==> src/rtl/spi_mem_responder.sv <==
// -----------------------------------------------------------------------------
// spi_mem_responder
//   SPI mode-0 slave emulating a small serial RAM (READ 0x03 / WRITE 0x02,
//   big-endian address, auto-incrementing byte stream). All SPI inputs are
//   oversampled in the wb_clk domain; no logic is clocked by spi_sck.
//
// Ports
//   wb_clk    in   system clock, rising edge
//   wb_rst    in   asynchronous active-high reset
//   spi_sck   in   SPI clock (mode 0, idles low), asynchronous to wb_clk
//   spi_ss    in   chip select, active low
//   spi_mosi  in   master-to-slave data, MSB first
//   spi_miso  out  slave-to-master data, 0 when no read data is presented
//   wr_stb    out  one-cycle pulse per committed write byte
//   wr_addr   out  memory index of the committed byte (valid with wr_stb)
//   wr_data   out  committed byte (valid with wr_stb)
//   busy      out  high while synchronised spi_ss is low
// -----------------------------------------------------------------------------
module spi_mem_responder #(
  parameter  int MEMSIZE    = 256,
  parameter  int ADDR_BYTES = 2,
  localparam int AW         = $clog2(MEMSIZE)
) (
  input  logic          wb_clk,
  input  logic          wb_rst,
  input  logic          spi_sck,
  input  logic          spi_ss,
  input  logic          spi_mosi,
  output logic          spi_miso,
  output logic          wr_stb,
  output logic [AW-1:0] wr_addr,
  output logic [7:0]    wr_data,
  output logic          busy
);

  localparam int ABITS = 8 * ADDR_BYTES;

  typedef enum logic [2:0] {
    IDLE,
    CMD,
    ADDR,
    RDATA,
    WDATA,
    IGNORE
  } state_t;

  // Synchronisers: sck_q[1] is the synchronised sck, sck_q[2] its previous
  // sample; edges come from comparing those two.
  logic [2:0]       sck_q;
  logic [1:0]       ss_q;
  logic [1:0]       mosi_q;

  state_t           state_q, state_d;
  logic [4:0]       cnt_q, cnt_d;
  logic [ABITS-1:0] shift_q, shift_d;
  logic             rd_q, rd_d;
  logic [AW-1:0]    ptr_q, ptr_d;
  logic [7:0]       tx_q, tx_d;
  logic             miso_q, miso_d;
  logic             wr_stb_q, wr_stb_d;
  logic [AW-1:0]    wr_addr_q, wr_addr_d;
  logic [7:0]       wr_data_q, wr_data_d;
  logic             mem_we;
  logic [7:0]       mem_q [MEMSIZE];

  logic             sck_rise, sck_fall, ss_sync;
  logic [ABITS-1:0] shift_in;
  logic [AW-1:0]    ptr_inc, addr_rx;

  assign sck_rise = sck_q[1] & ~sck_q[2];
  assign sck_fall = ~sck_q[1] & sck_q[2];
  assign ss_sync  = ss_q[1];
  assign shift_in = {shift_q[ABITS-2:0], mosi_q[1]};
  assign ptr_inc  = ptr_q + 1'b1;          // wraps naturally at MEMSIZE
  assign addr_rx  = AW'(shift_in);         // upper address bits are dropped

  // NOTE: state registers use non-blocking assignments so every flop samples
  // the pre-edge value of every other flop, independent of statement order.
  always_ff @(posedge wb_clk or posedge wb_rst) begin
    if (wb_rst) begin
      sck_q     <= '0;
      ss_q      <= 2'b11;
      mosi_q    <= '0;
      state_q   <= IDLE;
      cnt_q     <= '0;
      shift_q   <= '0;
      rd_q      <= 1'b0;
      ptr_q     <= '0;
      tx_q      <= '0;
      miso_q    <= 1'b0;
      wr_stb_q  <= 1'b0;
      wr_addr_q <= '0;
      wr_data_q <= '0;
    end else begin
      sck_q     <= {sck_q[1:0], spi_sck};
      ss_q      <= {ss_q[0], spi_ss};
      mosi_q    <= {mosi_q[0], spi_mosi};
      state_q   <= state_d;
      cnt_q     <= cnt_d;
      shift_q   <= shift_d;
      rd_q      <= rd_d;
      ptr_q     <= ptr_d;
      tx_q      <= tx_d;
      miso_q    <= miso_d;
      wr_stb_q  <= wr_stb_d;
      wr_addr_q <= wr_addr_d;
      wr_data_q <= wr_data_d;
    end
  end

  // NOTE: the storage array has no reset; its contents are undefined after
  // power-up and survive wb_rst, like the external RAM it stands in for.
  always_ff @(posedge wb_clk) begin
    if (mem_we) mem_q[ptr_q] <= shift_in[7:0];
  end

  // NOTE: every signal driven here gets a default first, so no path through
  // the case statement can leave one unassigned and infer a latch.
  always_comb begin
    state_d   = state_q;
    cnt_d     = cnt_q;
    shift_d   = shift_q;
    rd_d      = rd_q;
    ptr_d     = ptr_q;
    tx_d      = tx_q;
    miso_d    = 1'b0;
    wr_stb_d  = 1'b0;
    wr_addr_d = wr_addr_q;
    wr_data_d = wr_data_q;
    mem_we    = 1'b0;

    if (ss_sync) begin
      // Deselect aborts whatever was in flight, including partial bytes.
      state_d = IDLE;
      cnt_d   = '0;
    end else begin
      unique case (state_q)
        IDLE: begin
          state_d = CMD;
          cnt_d   = '0;
        end
        CMD: if (sck_rise) begin
          shift_d = shift_in;
          cnt_d   = cnt_q + 5'd1;
          if (cnt_q == 5'd7) begin
            cnt_d = '0;
            unique case (shift_in[7:0])
              8'h03:   begin rd_d = 1'b1; state_d = ADDR;   end
              8'h02:   begin rd_d = 1'b0; state_d = ADDR;   end
              default:                    state_d = IGNORE;
            endcase
          end
        end
        ADDR: if (sck_rise) begin
          shift_d = shift_in;
          cnt_d   = cnt_q + 5'd1;
          if (cnt_q == 5'(ABITS - 1)) begin
            cnt_d = '0;
            ptr_d = addr_rx;
            if (rd_q) begin
              // Preload so the MSB goes out on the very next sck fall.
              tx_d    = mem_q[addr_rx];
              state_d = RDATA;
            end else begin
              state_d = WDATA;
            end
          end
        end
        RDATA: begin
          miso_d = miso_q;
          if (sck_fall) begin
            miso_d = tx_q[7];
            tx_d   = {tx_q[6:0], 1'b0};
          end else if (sck_rise) begin
            cnt_d = cnt_q + 5'd1;
            if (cnt_q == 5'd7) begin
              cnt_d = '0;
              ptr_d = ptr_inc;
              tx_d  = mem_q[ptr_inc];
            end
          end
        end
        WDATA: if (sck_rise) begin
          shift_d = shift_in;
          cnt_d   = cnt_q + 5'd1;
          if (cnt_q == 5'd7) begin
            cnt_d     = '0;
            mem_we    = 1'b1;
            wr_stb_d  = 1'b1;
            wr_addr_d = ptr_q;
            wr_data_d = shift_in[7:0];
            ptr_d     = ptr_inc;
          end
        end
        IGNORE: ;
        default: state_d = IDLE;
      endcase
    end
  end

  assign spi_miso = miso_q;
  assign wr_stb   = wr_stb_q;
  assign wr_addr  = wr_addr_q;
  assign wr_data  = wr_data_q;
  assign busy     = ~ss_sync;

endmodule

==> config.mk <==
export PLATFORM = sky130hd
export DESIGN_NAME = spi_mem_responder
export DESIGN_NICKNAME = d
export VERILOG_FILES = /design/src/rtl/spi_mem_responder.sv
export SDC_FILE = /design/constraint.sdc
export NUM_CORES = 2
export LEC_CHECK = 0
export ABC_CLOCK_PERIOD_IN_PS = 8650
export BUFFER_PORTS_ARGS = -buffer_cell sky130_fd_sc_hd__buf_4
export CAP_MARGIN = 5
export CORE_ASPECT_RATIO = 1.25
export CORE_UTILIZATION = 45
export CTS_CLUSTER_DIAMETER = 150
export DETAILED_ROUTE_END_ITERATION = 8
export HOLD_SLACK_MARGIN = 0.12
export PLACE_DENSITY = 0.68
export SLEW_MARGIN = 15
export SYNTH_ARGS = -nofsm -noshare
export SYNTH_HDL_FRONTEND = slang
export SYNTH_SLANG_ARGS = --single-unit
==> constraint.sdc <==
create_clock -name wb_clk -period 8.65 [get_ports wb_clk]
set_input_delay 0.865 -clock wb_clk [delete_from_list [all_inputs] [get_ports wb_clk]]
set_output_delay 0.865 -clock wb_clk [all_outputs]
set_load 0.02 [all_outputs]
==> key figures <==
Status
  – Status: complete, no violations

Place
  – IO buf count: 23
  – Post-DP HPWL: 199.8 mm
  – GP Congestion: 0.9290
  – DP Worst Slack: 3.058 ns

Detailed routing
  – Avg WL per Cell: 38.36 um
  – DRC: 0
  – Initial DRT Pass Iterations: 6
  – Vias: 57820
  – DRT antenna net count: 0
  – Final Routed Wirelength: 315.8 mm
  – 1st-iter DRT viols: 8475
  – Post-DR vias/cell: 7.023

Clocking
  – TritonCTS clock tree: built
  – CTS Root Cell: clkbuf_16
  – CTS Buf Count: 205
  – Max Root-Sink Buffers: 4
  – Worst-Skew Late Latency: 0.89 ns
  – Post-cts resize count: 0
  – H-Tree Depth: 4
  – Clk sinks: 2105
  – Post-CTS Setup Bufs: 0
  – Hold Buf Count CTS: 4
  – CTS clk-pin slew, worst paths: 0.07 ns

Floorplanning
  – Die ar.: 220900 sq um
  – Core Rows: 191
  – Num ports: 24
  – Initial Util: 45.37%
  – Core Area: 217200 sq um
  – Die Ht: 525.2 um
  – Die extent in x: 420.6 um

Synth
  – Share of the synthesized area in the top cell type: 62.40%
  – Leading area contributor after synthesis: edfxtp_1
  – Ys async rst share: 2.708%
  – Syn avg cell area: 19.02 sq um
  – EDFF count, synth: 2048
  – Leading post-synthesis cells by cell area: edfxtp_1 (62%), mux4_2 (25%), dfrtp_1 (1.4%), mux2i_1 (1.4%), nor2_1 (1.3%)
  – Primary FF master, synth: edfxtp_1
  – Yosys warns: 0
  – Most frequent cells after synthesis: edfxtp_1 (2048), mux4_2 (1094), nor2_1 (329)
  – Mapped Nets: 5197
  – Synth Instances: 5183
  – Sequential area share after synthesis: 63.85%
  – Synth Register Bits: 2105
  – Most common cell in the synthesized netlist: edfxtp_1
  – Library cells used by synthesis: 69
  – Synth Cell Area: 98560 sq um

Worst hold path
  – Class of the worst hold path: reg -> reg

Global route
  – Pin count of the biggest net entering global routing: 141
  – GRT Util Overall: 28.53%
  – GRT overflow: 0
  – First-pass GRT wire length: 443.2 mm
  – Number of global-route vias before repair: 57550
  – Initial antenna violation count: 14

Worst setup path
  – Arr. time, crit path: 6.53 ns
  – Critical path type: reg -> reg
  – Crit path max fanout: 36
  – Setup crit start kind: flop
  – Setup crit end kind: flop
  – Worst path required time: 9.39 ns

Timing
  – Slack of the critical path: 2.862 ns
  – Worst Skew: 0.06092 ns
  – Hold Fails Final Rpt: 0
  – RSZ-0062 raised after global routing: false
  – Fin. max-slew vios: 0
  – Max frequency: 172.8 MHz
  – Post-route setup TNS: 0 ns
  – Tmin final: 5.788 ns
  – Finish-stage setup viols: 0
  – Final worst-path cycle share: 66.91%
  – Slew margin rel.: 10.38%
  – Worst-margin pin slew: 1.339 ns

Pwr
  – Leakage: 0.03339 uW
  – Net Sw Power: 12970 uW
  – Power density cells: 324.9 nW/um^2
  – Worst VDD drop: 0.0003129 V
  – Flop pwr share: 35.4%
  – Sw frac: 36.78%
  – Combinational group share of total power: 40.4%
  – Clock power share: 24.2%
  – Internal: 22300 uW

Cells and area
  – Final-stage net count: 5189
  – Synth-to-layout area growth: 10.14%
  – Share of layout cells above drive strength 1: 31.20%
  – Final core occ: 49.97%

Job
  – Max Cap Viol: 0
[critical path, stage by stage, from the launching register on]
cell	delay (ns)
dfrtp_4	0.91
inv_1	0.41
ha_4	0.89
buf_4	0.62
mux4_2	0.66
nand2_1	0.21
and3_1	0.21
a31oi_1	0.05
a221oi_1	0.91
nor4_1	0.30
o32a_1	0.38
[metrics by stage]
step / cells / power, uW / instance area [sq um] / hold WS, ns
after floorplan: 5183 / 21800 / 98560 / 0.3312
after global placement: 7857 / 26540 / 102300 / 0.3435
after detailed placement: 7858 / 26640 / 102300 / 0.3525
after CTS: 8221 / 35000 / 108500 / 0.3729
after global routing: 8223 / 35960 / 108500 / 0.3715
final: 8232 / 35270 / 108500 / 0.3684
[final cells by class]
class                           count  area, sq um
Sequential cell                  2105        62960
Clock buffer                      261         5451
Inverter                           17        68.82
Clock inverter                     98        704.4
Tap cell                         2895         3622
Antenna cell                       10        25.02
Multi-Input combinational cell   2643        33890
Fill cell                       17250       108700
Timing Repair Buffer              203         1822
[sequential cells by signal, summed over array words and instances (netlist names), 2 cells and up]
signal and flops:
mem_q 2048, ptr_q 8, tx_q 8, wr_addr 8, wr_data 8, shift_q 7
cnt_q 5, sck_q 3, state_q 3, mosi_q 2, ss_q 2
[final timing paths]
path,startpoint,end,slack (ns),cells after the start
max,ptr_q[0],tx_q[3],2.86,10
min,mosi_q[0],mosi_q[1],0.37,0
max reg2reg,ptr_q[0],tx_q[3],2.86,10
min reg2reg,mosi_q[0],mosi_q[1],0.37,0
max in group asynchronous,wb_rst,shift_q[2],7.19,4
min in group asynchronous,wb_rst,wr_data[0],0.44,3
[kinds of logic (layout without fill, tap and decap cells)]
logic type                 Yosys count  count (layout)  synth area share, %
other                                0              10                    0
AOI/OAI and AO/OA                  407             407                2.933
xor gates and xnor gates             8               8              0.07872
DFF                               2105            2105                63.85
buffers and inverters              435             579                2.038
and+or+nand+nor                    958             958                4.252
adders and majority gates           10              10               0.1244
muxes                             1260            1260                26.72
[placed cells by master, fill, tap and decap left out, types with 10 or more instances in the layout]
master     count
nor4_1        15
clkbuf_1      46
and3_1        10
a22oi_1       90
o21ai_0       44
nand3_1      134
o2111ai_1     11
o22ai_1       21
nand3_2       16
o211ai_1      14
a21oi_1       61
nand4_1       39
mux4_2      1094
mux2_2        31
nor2b_1       24
nor3_1        35
buf_4        175
diode_2       10
clkinv_2      36
a221oi_1      27
nand2_1      304
buf_12        23
edfxtp_1    2048
a31oi_1       23
clkbuf_16    206
clkinv_1      39
mux2i_1      135
a22o_1        15
a211oi_1      25
nand2b_1      12
a41oi_1       10
nor2_1       321
inv_1         14
dfrtp_1       46
[metal layers]
metal  vias up  GRT usage (%)  routed length [um]
met1     30460          35.61              105500
met2      4344          43.91              146600
met5         -              0                  82
met3       961          7.776               38720
met4        12          18.37               24800
li1      22040              -                   -
[power by group through the flow]
stage | Clock, uW | Sequential, uW | Combinational [uW]
after floorplan | 0 | 13100 | 8740
after global placement | 0 | 12700 | 13900
after detailed placement | 0 | 12700 | 13900
after CTS | 8540 | 12500 | 14000
after global routing | 8890 | 12500 | 14600
final | 8530 | 12500 | 14200
(Power assumes the default switching activity.)
